--- config.mk ---
export PLATFORM = sky130hd
export DESIGN_NAME = amo_exec_unit
export DESIGN_NICKNAME = d
export VERILOG_FILES = /design/src/rtl/amo_exec_unit.sv
export SDC_FILE = /design/constraint.sdc
export NUM_CORES = 1
export LEC_CHECK = 0
export ABC_CLOCK_PERIOD_IN_PS = 7900
export BUFFER_PORTS_ARGS = -buffer_cell sky130_fd_sc_hd__buf_2
export CORE_UTILIZATION = 35
export DETAILED_ROUTE_END_ITERATION = 6
export RECOVER_POWER = 25
export SYNTH_ARGS = -nofsm -noshare
export SYNTH_HDL_FRONTEND = slang
export SYNTH_SLANG_ARGS = --single-unit
--- constraint.sdc ---
create_clock -name clk -period 7.9 [get_ports clk]
set_input_delay 0.395 -clock clk [delete_from_list [all_inputs] [get_ports clk]]
set_output_delay 0.395 -clock clk [all_outputs]
set_load 0.005 [all_outputs]
--- src/rtl/amo_exec_unit.sv ---
// RV32A atomic sequencer: runs LR.W / SC.W / AMO*.W as read-compute-write-respond
// against the data memory port and owns the single LR/SC reservation.
//
// state   | meaning
// --------+-----------------------------------------------------------
// S_IDLE  | req_ready high, waiting for an atomic op
// S_READ  | memory read of the old value (LR and AMO ops)
// S_WRITE | memory write of the new value (AMO ops, successful SC)
// S_RESP  | one-cycle rsp_valid pulse carrying rd and the error flag
module amo_exec_unit #(
    parameter int XLEN         = 32,
    parameter int RSV_GRAN_LSB = 2
) (
    input  logic            clk,
    input  logic            resetn,
    input  logic            req_valid,
    output logic            req_ready,
    input  logic [4:0]      req_funct5,
    input  logic [XLEN-1:0] req_addr,
    input  logic [XLEN-1:0] req_rs2,
    output logic            rsp_valid,
    output logic [XLEN-1:0] rsp_rd,
    output logic            rsp_err,
    output logic            mem_valid,
    input  logic            mem_ready,
    output logic            mem_we,
    output logic [XLEN-1:0] mem_addr,
    output logic [XLEN-1:0] mem_wdata,
    input  logic [XLEN-1:0] mem_rdata,
    input  logic            clear_rsv,
    input  logic            snoop_valid,
    input  logic [XLEN-1:0] snoop_addr
);

    localparam logic [4:0] F_ADD  = 5'b00000;
    localparam logic [4:0] F_SWAP = 5'b00001;
    localparam logic [4:0] F_LR   = 5'b00010;
    localparam logic [4:0] F_SC   = 5'b00011;
    localparam logic [4:0] F_XOR  = 5'b00100;
    localparam logic [4:0] F_OR   = 5'b01000;
    localparam logic [4:0] F_AND  = 5'b01100;
    localparam logic [4:0] F_MIN  = 5'b10000;
    localparam logic [4:0] F_MAX  = 5'b10100;
    localparam logic [4:0] F_MINU = 5'b11000;
    localparam logic [4:0] F_MAXU = 5'b11100;

    typedef enum logic [1:0] {S_IDLE, S_READ, S_WRITE, S_RESP} state_t;

    state_t                       state;
    logic [4:0]                   op_q;
    logic [XLEN-1:0]              rs2_q;
    logic [XLEN-1:0]              rd_q;
    logic                         rsv_valid;
    logic [XLEN-1:RSV_GRAN_LSB]   rsv_addr;

    logic            accept;
    logic            req_bad;
    logic            sc_ok;
    logic            snoop_hit_rsv;
    logic            snoop_hit_lr;
    logic            lr_done;
    logic [XLEN-1:0] new_val;
    logic            unused_bits;

    function automatic logic f5_legal(input logic [4:0] f);
        case (f)
            F_ADD, F_SWAP, F_LR, F_SC, F_XOR, F_OR, F_AND,
            F_MIN, F_MAX, F_MINU, F_MAXU: f5_legal = 1'b1;
            default:                      f5_legal = 1'b0;
        endcase
    endfunction

    // Ties keep the old value for all four compare ops.
    function automatic logic [XLEN-1:0] amo_compute(input logic [4:0] f,
                                                    input logic [XLEN-1:0] a,
                                                    input logic [XLEN-1:0] b);
        case (f)
            F_ADD:   amo_compute = a + b;
            F_SWAP:  amo_compute = b;
            F_XOR:   amo_compute = a ^ b;
            F_OR:    amo_compute = a | b;
            F_AND:   amo_compute = a & b;
            F_MIN:   amo_compute = ($signed(b) < $signed(a)) ? b : a;
            F_MAX:   amo_compute = ($signed(b) > $signed(a)) ? b : a;
            F_MINU:  amo_compute = (b < a) ? b : a;
            F_MAXU:  amo_compute = (b > a) ? b : a;
            default: amo_compute = a;
        endcase
    endfunction

    assign accept        = req_valid && req_ready;
    assign req_bad       = (req_addr[1:0] != 2'b00) || !f5_legal(req_funct5);
    assign snoop_hit_rsv = snoop_valid && (snoop_addr[XLEN-1:RSV_GRAN_LSB] == rsv_addr);
    assign snoop_hit_lr  = snoop_valid &&
                           (snoop_addr[XLEN-1:RSV_GRAN_LSB] == mem_addr[XLEN-1:RSV_GRAN_LSB]);
    assign sc_ok         = rsv_valid && !clear_rsv && !snoop_hit_rsv &&
                           (req_addr[XLEN-1:RSV_GRAN_LSB] == rsv_addr);
    assign lr_done       = (state == S_READ) && mem_ready && (op_q == F_LR);
    assign new_val       = amo_compute(op_q, mem_rdata, rs2_q);
    assign unused_bits   = ^snoop_addr[RSV_GRAN_LSB-1:0];

    always_ff @(posedge clk or negedge resetn) begin
        if (!resetn) begin
            state     <= S_IDLE;
            op_q      <= 5'b0;
            rs2_q     <= '0;
            rd_q      <= '0;
            rsv_valid <= 1'b0;
            rsv_addr  <= '0;
            req_ready <= 1'b0;
            rsp_valid <= 1'b0;
            rsp_rd    <= '0;
            rsp_err   <= 1'b0;
            mem_valid <= 1'b0;
            mem_we    <= 1'b0;
            mem_addr  <= '0;
            mem_wdata <= '0;
        end else begin
            // A clear or snoop landing on the LR completion cycle leaves the reservation invalid.
            if (lr_done) begin
                rsv_valid <= !(clear_rsv || snoop_hit_lr);
                rsv_addr  <= mem_addr[XLEN-1:RSV_GRAN_LSB];
            end else if (clear_rsv || snoop_hit_rsv || (accept && (req_funct5 == F_SC))) begin
                rsv_valid <= 1'b0;
            end

            case (state)
                S_IDLE: begin
                    req_ready <= 1'b1;
                    if (accept) begin
                        req_ready <= 1'b0;
                        op_q      <= req_funct5;
                        rs2_q     <= req_rs2;
                        mem_addr  <= {req_addr[XLEN-1:2], 2'b00};
                        if (req_bad) begin
                            state     <= S_RESP;
                            rsp_valid <= 1'b1;
                            rsp_err   <= 1'b1;
                            rsp_rd    <= '0;
                        end else if (req_funct5 == F_SC) begin
                            if (sc_ok) begin
                                state     <= S_WRITE;
                                mem_valid <= 1'b1;
                                mem_we    <= 1'b1;
                                mem_wdata <= req_rs2;
                                rd_q      <= '0;
                            end else begin
                                state     <= S_RESP;
                                rsp_valid <= 1'b1;
                                rsp_rd    <= XLEN'(1);
                            end
                        end else begin
                            state     <= S_READ;
                            mem_valid <= 1'b1;
                            mem_we    <= 1'b0;
                            mem_wdata <= '0;
                        end
                    end
                end
                S_READ: begin
                    if (mem_ready) begin
                        rd_q <= mem_rdata;
                        if (op_q == F_LR) begin
                            state     <= S_RESP;
                            mem_valid <= 1'b0;
                            rsp_valid <= 1'b1;
                            rsp_rd    <= mem_rdata;
                        end else begin
                            state     <= S_WRITE;
                            mem_we    <= 1'b1;
                            mem_wdata <= new_val;
                        end
                    end
                end
                S_WRITE: begin
                    if (mem_ready) begin
                        state     <= S_RESP;
                        mem_valid <= 1'b0;
                        mem_we    <= 1'b0;
                        mem_wdata <= '0;
                        rsp_valid <= 1'b1;
                        rsp_rd    <= rd_q;
                    end
                end
                S_RESP: begin
                    state     <= S_IDLE;
                    rsp_valid <= 1'b0;
                    rsp_rd    <= '0;
                    rsp_err   <= 1'b0;
                    req_ready <= 1'b1;
                end
                default: state <= S_IDLE;
            endcase
        end
    end

endmodule

==> reports/results.tsv, run 1 <==
metric	value	unit
final layout net count	1941	
Slew HR	-32.3	%
Routed WL per cell	21.4	µm
final hold violation count	0	
CTS tree	yes	
CP max FO	13	
Tmin final	4450	ps
Fill cells	4047	
gp weighted congestion	0.999	
routed wire length	48200	µm
RSZ-0062 raised after global routing	no	
global-route usage over all layers	23.2	%
grt ovf	0	
Crit path required time	8320	ps
vias	12500	
Post-synth EDFFs	0	
Worst setup endpoint	mem_wdata[0]	
cells along the critical path	inv_1 > ha_1 > nand2b_1 > a221oi_1 > o31ai_1 > a211oi_1 > nor4_1 > a221oi_2 > a211o_1 > or2_0 > buf_4 > a2111oi_4 > o22ai_1 > a221o_1	
worst r2r path cells	14	
Worst Skew	9.43	ps
Hold Worst Slack	69.5	ps
share of layout cells above drive strength 1	24.5	%
hold crit path type	in2reg	
status	finished with violations	
core area	39800	µm²
cts bufs inserted	25	
CP Class	reg2reg	
most used routing layer	met2	
CTS sink count	201	
Syn-to-layout area delta	16.4	%
R2R Path End	mem_wdata[0]	
met2 Use GR	38.6	%
warnings from Yosys	0	
vias in the first global route	12600	
slowest stage cell, crit path	a211o_1	
f_max	0.225	GHz
Worst Path Arrival	4870	ps
DRC violations left	0	
post-synthesis sequential area ratio	35.6	%
Setup crit start	rs2_q[21]	
Leak Pwr	7.55	nW
pin count of the biggest net entering global routing	94	
P per Cell Area	397	nW/µm²
clk buf depth	3	
Die ar.	41200	µm²
Mapped Cells	1517	
setup TNS	0	ps
CP Capture Type	register	
Clk Latency, worst-skew pair	540	ps
First-pass DRT Iterations	5	
I/O Buffers	235	
first-pass GRT wire length	74200	µm
Crit Reg-Reg Startpoint	rs2_q[21]	
Setup crit start kind	register	
initial antenna violation count	15	
H-Tree Depth	1	
Initial Utilization	35.5	%
Slew Limit Fails	44	
crit share post-route	56.4	%
Distinct cells, synth	87	
Ports	240	
HPWL after DPL	34200	µm
post-synthesis cell area	14100	µm²
Avg Cell Area, Syn	9.32	µm²
CTS root buffer	clkbuf_16	
vias per cell	5.58	
CTS clk-pin slew, worst paths	60	ps
asr flop ratio synth	100	%
Setup-failing EPs final	0	
row count	73	
antenna violation net count after detailed routing	0	
Die X	203	µm
Reg2Reg Setup Slack	3450	ps
met1 global-route usage	28.1	%
top_reg_cell synth	dfrtp_1	
worst-case vdd ir drop	0.189	mV
Design Power	6.53	mW
Die Y-Extent	203	µm
max_cap viols	1	
CP max stage delay	580	ps
Worst Max-Slew Pin Slew	1980	ps
post_cts resized	0	
commonest non-fill, non-tap cell in the layout	buf_2	
violated checks	max-capacitance violations, max-slew violations	
Yosys reg bits	201	
most frequent cells in the layout	buf_2 (222), dfrtp_1 (201), nand2_1 (141)	
met3 Use GR	6.37	%
first-iteration detailed-routing DRC count	937	
area by class of cell:
class	count	area (µm²)	share of cell area, %
timing repair buffer	254	1320	7.99
clock buffer	36	727	4.42
inverter	93	349	2.12
tap	525	657	3.99
clock inverter	7	43.8	0.266
antenna	8	20.0	0.122
multi-input combinational	1126	8320	50.5
sequential	201	5030	30.6
cell families after synthesis:
logic type | after synthesis | synth area share (%)
buffers and inverters | 191 | 6.08
AO/OA/AOI/OAI | 455 | 21.8
XOR/XNOR | 112 | 6.94
other | 1 | 0.0265
flip-flops | 201 | 35.6
adder cells (fa/ha/maj) | 101 | 8.99
multiplexers | 102 | 8.09
AND/OR/NAND/NOR | 354 | 12.5
power by group:
part           internal (mW)  switching, mW
clock network          0.635          0.460
registers               1.42          0.390
logic                   1.38           2.24
worst min-delay path by stage:
stage | start | end | slack [ps] | depth (start not counted)
CTS | clear_rsv | rsv_valid | 40 | 2
global placement | rsp_rd[20] | rsp_rd[20] | 460 | 2
global route | clear_rsv | rsv_valid | 30 | 2
detailed placement | rsp_rd[17] | rsp_rd[17] | 460 | 2
floorplan | resetn | mem_addr[10] | 100 | 0
finish | clear_rsv | rsv_valid | 70 | 2
registers in the layout (all words and copies together) (netlist names):
name / cells
state: 2
op_q: 5
mem_wdata: 32
mem_valid: 1
req_ready: 1
rsv_addr: 30
rs2_q: 32
rsv_valid: 1
rsp_valid: 1
rd_q: 32
mem_we: 1
rsp_rd: 32
mem_addr: 30
rsp_err: 1
layer usage:
metal | vias to the layer above | wire [µm]
met4 | 12 | 2020
li1 | 5899 | -
met3 | 125 | 3970
met2 | 489 | 22400
met1 | 6023 | 19700
met5 | - | 64
through the flow:
stage / instance area (µm²) / util, % / cells / setup WS, ps
after floorplan: 14100 / - / 1518 / 4350
after global placement: 15700 / 39.4 / 2198 / 3270
after detailed placement: 15700 / 39.4 / 2198 / 3310
after CTS: 16500 / 41.3 / 2242 / 3500
after global routing: 16500 / 41.3 / 2247 / 3190
final: 16500 / 41.3 / 2250 / 3450
worst max-delay path: cells and delay by family (launching register included):
kind | cells | cell delay (ps)
buffers and inverters | 2 | 300
flip-flops | 1 | 400
adder cells (fa/ha/maj) | 1 | 470
AO/OA/AOI/OAI | 8 | 2190
AND/OR/NAND/NOR | 3 | 950
timing repair:
| item | 4_1_cts | 5_1_grt |
|---|---|---|
| hold buffers | 1 | 0 |
| buffers inserted | 0 | 0 |
| endpoints found under the hold margin | 91 | 0 |
| setup endpoints to repair | 0 | 0 |
synthesized netlist by cell type (all sizes together), types with 6 or more instances:
library cell / n / area share, %
and3: 18 / 0.81
or3: 6 / 0.27
o221ai: 8 / 0.50
a2111oi: 6 / 0.68
a21o: 10 / 0.53
or2: 6 / 0.28
nand2b: 6 / 0.27
a221oi: 16 / 1.2
dfrtp: 201 / 36
clkbuf: 59 / 1.8
a31oi: 11 / 0.49
o211ai: 12 / 0.64
nor3: 26 / 0.96
a221o: 7 / 0.50
o31ai: 69 / 3.7
inv: 93 / 2.5
o22ai: 10 / 0.44
nand2: 143 / 3.8
mux2: 98 / 7.8
xnor2: 67 / 4.2
ha: 100 / 8.9
nand3: 31 / 1.1
nor2: 61 / 1.7
o21ai: 99 / 3.5
o2111ai: 7 / 0.43
xor2: 45 / 2.8
a211oi: 10 / 0.62
buf: 39 / 1.8
nand4: 19 / 0.93
a22oi: 42 / 2.2
nor4: 22 / 1.3
a21oi: 111 / 4.0
No activity file was read; power rests on OpenSTA's default activity.
==> inputs of run 2 (changes only) <==
ABC_CLOCK_PERIOD_IN_PS = 4100   (was 7900)
clock period = 4.1 ns   (was 7.9 ns; I/O delays follow)
==> run 2 against run 1 <==
- final cell count increased by 7.1%
- sequential cell count unchanged
- largest cell class unchanged
- utilization increased by 3.8 points
- wire length increased by 4.6%
- the flow still finishes with violations (max-capacitance violations, max-slew violations)
==> reports/results.tsv, run 2 (same netlist as run 1, synthesis figures left out) <==
metric	value	unit	change
status	finished with violations		
violated checks	max-capacitance violations, max-slew violations		
First-pass DRT Iterations	5		unchanged
Tmin final	4020	ps	-437 ps
Clk Latency, worst-skew pair	560	ps	+20 ps
Hold Worst Slack	24.9	ps	-44.6 ps
worst-case vdd ir drop	0.401	mV	+110%
worst r2r path cells	16		+2
H-Tree Depth	1		unchanged
antenna violation net count after detailed routing	0		unchanged
Crit path required time	4520	ps	-3800 ps
Die X	203	µm	unchanged
CTS sink count	201		unchanged
clk buf depth	3		unchanged
Die ar.	41200	µm²	unchanged
CP max FO	4		-9
RSZ-0062 raised after global routing	no		
register area	5030	µm²	unchanged
CP Class	reg2reg		
cts bufs inserted	25		unchanged
Fill cells	3984		-1.6%
routed wire length	50400	µm	+4.6%
fin area	18000	µm²	+9.3%
Setup crit start	rs2_q[15]		
footprint of the multi-input gates	8340	µm²	+0.24%
DRC violations left	0		unchanged
R2R Path End	mem_wdata[19]		
Initial Utilization	35.5	%	unchanged
I/O Buffers	235		unchanged
Layout Utilization	45.2	%	+3.8 points
Syn-to-layout area delta	27.2	%	
Setup-failing EPs final	0		unchanged
final layout net count	2105		+8.4%
Routed WL per cell	20.9	µm	-2.4%
most frequent cells in the layout	buf_2 (227), dfrtp_1 (201), nand2_1 (142)		
first-pass GRT wire length	77200	µm	+3.9%
Worst Max-Slew Pin Slew	2320	ps	+338 ps
Worst Hold Endpoint	rd_q[7]		
global-route usage over all layers	24.2	%	+0.99 points
CTS tree	yes		
core area	39800	µm²	unchanged
Crit Reg-Reg Startpoint	rs2_q[15]		
share of layout cells above drive strength 1	26.8	%	+2.3 points
setup TNS	0	ps	unchanged
max_cap viols	1		unchanged
crit share post-route	98.0	%	+42 points
CTS clk-pin slew, worst paths	60	ps	about the same
commonest non-fill, non-tap cell in the layout	buf_2		
Reg2Reg Setup Slack	80	ps	-3360 ps
vias in the first global route	13300		+5.8%
pin count of the biggest net entering global routing	89		-5.3%
Die Y-Extent	203	µm	unchanged
Slew HR	-54.8	%	-23 points
placed inst area	16300	µm²	+3.7%
Worst Path Arrival	4440	ps	-430 ps
Worst Skew	19.4	ps	+10.0 ps
Design Power	13.4	mW	+110%
Setup crit start kind	register		
final hold violation count	0		unchanged
CP Capture Type	register		
row count	73		unchanged
gp weighted congestion	0.973		-2.6%
vias	13200		+5.3%
Leak Pwr	8.33	nW	+10%
CTS root buffer	clkbuf_16		
grt ovf	0		unchanged
f_max	0.249	GHz	+11%
P per Cell Area	744	nW/µm²	+88%
first-iteration detailed-routing DRC count	903		-3.6%
Slew Limit Fails	89		+100%
hold crit path type	in2reg		
vias per cell	5.48		-1.7%
hold depth	3		+1
Ports	240		unchanged
HPWL after DPL	36900	µm	+7.8%
initial antenna violation count	4		-11
min-delay src	mem_rdata[7]		
run 2: cell count changes in the layout (fill, tap and decap cells not counted), sizes merged:
cell,before,now
dlygate4sd3,1,89
clkinvlp,2,1
diode,8,3
clkbuf,48,47
bufinv,0,1
clkinv,4,3
buf,241,320
run 2: worst max-delay path by stage:
stage	slack, ps	endpoint	cells past startpoint
after floorplan	550	mem_wdata[30]	13
after global placement	260	mem_wdata[19]	16
after detailed placement	170	mem_wdata[22]	15
after CTS	150	mem_wdata[22]	15
after global routing	7	mem_wdata[0]	15
final	80	mem_wdata[19]	16
run 2: per-layer routing:
| layer | part of all wire, % | up-vias | wire, µm | global-route usage [%] |
|---|---|---|---|---|
| li1 | - | 6214 | - | - |
| met1 | 42 | 6403 | 21200 | 30.1 |
| met2 | 48 | 485 | 24100 | 41.4 |
| met3 | 7.0 | 105 | 3530 | 5.22 |
| met4 | 3.1 | 4 | 1580 | 7.73 |
| met5 | 0.044 | - | 22 | 0 |
run 2: what timing repair did:
| action | CTS | global route |
|---|---|---|
| gates resized for setup | 0 | 5 |
| setup buffers | 0 | 2 |
| hold buffers | 89 | 0 |
| setup endpoints to repair | 0 | 3 |
| endpoints found under the hold margin | 195 | 0 |
run 2: metrics by stage:
stage / setup slack (ps) / std cells
global route: 6.72 / 2408
finish: 83.0 / 2410
global placement: 261 / 2272
CTS: 150 / 2405
floorplan: 552 / 1518
detailed placement: 169 / 2272
run 2: where the power goes:
group	switching [mW]	internal, mW	total [mW]
Clock	0.897	1.32	2.22
Sequential	0.704	2.74	3.44
Combinational	4.57	3.16	7.72
run 2: layout make-up:
cell class / count / area share, %
repair buffers: 418 / 15.5
diodes: 3 / 0.0417
multi-input cells: 1126 / 46.4
clock buffers: 38 / 4.19
clock inverters: 6 / 0.341
flip-flops and latches: 201 / 28.0
well taps: 525 / 3.65
inverters: 93 / 1.94
run 2: worst max-delay path, cell delays in order, from the launching register on:
cell and delay [ps]:
dfrtp_1 410, inv_1 90, ha_1 340, nor4_4 400, buf_4 170, nand2_1 40
a21oi_1 300, nor4b_4 100, a221o_1 410, a221oi_2 240, buf_4 170, nor2_1 80
or2_4 310, a221oi_2 290, a2bb2oi_1 280, buf_4 180, o21ai_1 60
==> inputs of run 3 (changes only) <==
==> constraint.sdc (replaced) <==
create_clock -name clk -period 4.1 [get_ports clk]
set_input_delay 0.205 -clock clk [delete_from_list [all_inputs] [get_ports clk]]
set_output_delay 0.205 -clock clk [all_outputs]
set_load 0.1 [all_outputs]
==> run 3 against run 2 <==
- the flow still finishes with violations (max-capacitance violations, max-slew violations)
- largest cell class unchanged
- sequential power is essentially flat
- power up 19%
- die area stayed put
- sequential cell count unchanged
- wire length shrank 0.10%
- sequential share of layout area hardly changed
==> reports/results.tsv, run 3 (same netlist as run 1, synthesis figures left out) <==
metric	value	unit	change
status	finished with violations		
violated checks	max-capacitance violations, max-slew violations		
Syn-to-layout area delta	27.3	%	about the same
Tmin final	4000	ps	-13.8 ps
CTS sink count	201		unchanged
CTS tree	yes		
Die Y-Extent	203	µm	unchanged
DRC violations left	0		unchanged
core area	39800	µm²	unchanged
Non-Filler Instances	2410		unchanged
f_max	0.250	GHz	+0.34%
Switching Power	8.65	mW	+40%
register area	5030	µm²	unchanged
Int Power	7.23	mW	about the same
CTS root buffer	clkbuf_16		
CP Class	reg2reg		
Worst Path Arrival	4420	ps	-20 ps
final hold violation count	0		unchanged
row count	73		unchanged
Die ar.	41200	µm²	unchanged
vias in the first global route	13300		unchanged
worst-case vdd ir drop	0.688	mV	+72%
Worst Max-Slew Pin Slew	2320	ps	-2.61 ps
routed wire length	50400	µm	-0.10%
final worst slack	96.8	ps	+13.8 ps
Clk Latency, worst-skew pair	560	ps	about the same
Layout Utilization	45.2	%	about the same
pin count of the biggest net entering global routing	89		unchanged
hold depth	3		unchanged
setup TNS	0	ps	unchanged
Die X	203	µm	unchanged
Routed WL per cell	20.9	µm	-0.10%
Comb pwr share	64.3	%	+6.6 points
HPWL after DPL	36900	µm	unchanged
CP Capture Type	register		
CP max FO	4		unchanged
Slew HR	-54.6	%	+0.17 points
pre-CTS setup slack	169	ps	unchanged
share of layout cells above drive strength 1	27.1	%	+0.32 points
Reg2Reg Setup Slack	100	ps	about the same
Setup-failing EPs final	0		unchanged
P per Cell Area	882	nW/µm²	+19%
Crit path top cell by count	buf_4		
H-Tree Depth	1		unchanged
worst r2r path cells	16		unchanged
vias per cell	5.47		-0.13%
First-pass DRT Iterations	5		unchanged
Worst Skew	19.6	ps	+0.196 ps
CP max stage delay	410	ps	about the same
sequential share of power	21.7	%	-4.0 points
Crit path required time	4520	ps	about the same
R2R Path End	mem_wdata[19]		
sw frac	54.5	%	+8.4 points
clk buf depth	3		unchanged
slowest stage cell, crit path	dfrtp_1		
first-iteration detailed-routing DRC count	903		unchanged
commonest non-fill, non-tap cell in the layout	buf_2		
hold crit path type	in2reg		
Crit Reg-Reg Startpoint	rs2_q[15]		
RSZ-0062 raised after global routing	no		
first-pass GRT wire length	77200	µm	unchanged
Leak Pwr	8.36	nW	+0.36%
Initial Utilization	35.5	%	unchanged
initial antenna violation count	4		unchanged
Hold Worst Slack	25.0	ps	+0.121 ps
antenna violation net count after detailed routing	0		unchanged
I/O Buffers	235		unchanged
max_cap viols	1		unchanged
Buf+Inv Stages, Crit Path	4		unchanged
Ports	240		unchanged
vias	13200		-0.13%
most frequent cells in the layout	buf_2 (234), dfrtp_1 (201), nand2_1 (142)		
final layout net count	2105		unchanged
CTS clk-pin slew, worst paths	60	ps	about the same
Worst Hold Endpoint	rd_q[7]		
delay-heaviest family, CP	compound AO/OA/AOI/OAI gates		
grt ovf	0		unchanged
footprint of the multi-input gates	8340	µm²	about the same
Setup crit start kind	register		
min-delay src	mem_rdata[7]		
gp weighted congestion	0.973		unchanged
Slew Limit Fails	89		unchanged
cts bufs inserted	25		unchanged
Clk pwr share	14.0	%	-2.6 points
Fill cells	3980		-0.10%
global-route usage over all layers	24.2	%	unchanged
cells along the critical path	inv_1 > ha_1 > nor4_4 > buf_4 > nand2_1 > a21oi_1 > nor4b_4 > a221o_1 > a221oi_2 > buf_4 > nor2_1 > or2_4 > a221oi_2 > a2bb2oi_1 > buf_4 > o21ai_1		
placed insts	2272		unchanged
crit share post-route	97.6	%	-0.34 points
-- run 3: cell count changes in the layout (fill, tap and decap cells not counted) --
cell	previous run	this run
buf_2	227	234
ha_2	1	0
clkbuf_1	12	5
ha_1	99	100
-- run 3: worst min-delay path: stages --
cell and delay, ps:
buf_2 120, inv_1 120, o31ai_1 90
-- run 3: worst max-delay path by stage --
stage / from / to / slack, ps / cells past startpoint
after detailed placement: rs2_q[27] / mem_wdata[22] / 170 / 15
after CTS: rs2_q[27] / mem_wdata[22] / 150 / 15
after floorplan: rs2_q[0] / mem_wdata[30] / 550 / 13
final: rs2_q[15] / mem_wdata[19] / 100 / 16
after global placement: mem_rdata[13] / mem_wdata[19] / 260 / 16
after global routing: rs2_q[27] / mem_wdata[0] / 7 / 15
-- run 3: cell type report --
class	instances	share of cell area, %
clock buffers	38	4.19
clock inverters	6	0.341
multi-input cells	1126	46.3
repair buffers	418	15.5
diodes	3	0.0417
flip-flops and latches	201	28.0
well taps	525	3.65
inverters	93	1.94
-- run 3: power groups by stage --
stage / sequential [mW] / clock (mW) / combinational (mW)
floorplan: 5.76 / 0 / 4.92
global placement: 3.43 / 0 / 9.95
detailed placement: 3.47 / 0 / 10.0
CTS: 3.44 / 2.28 / 10.1
global route: 3.55 / 2.34 / 10.9
finish: 3.44 / 2.22 / 10.2
-- run 3: stage by stage --
| stage | power, mW | instance area, µm² |
|---|---|---|
| after floorplan | 10.7 | 14100 |
| after global placement | 13.4 | 16300 |
| after detailed placement | 13.5 | 16300 |
| after CTS | 15.9 | 18000 |
| after global routing | 16.8 | 18000 |
| final | 15.9 | 18000 |
-- run 3: timing repair --
action,4_1_cts,5_1_grt
gates resized for setup,0,5
setup buffers,0,2
endpoints found under the hold margin,195,0
endpoints found under the setup margin,0,3
hold buffers,89,0
-- run 3: routing by layer --
layer  GRT usage [%]  up-vias  share of wire, %
li1                -     6214                 -
met1            30.1     6369                42
met2            41.4      507                48
met3            5.22      100               7.5
met4            7.73        4               3.1
met5               0        -             0.044
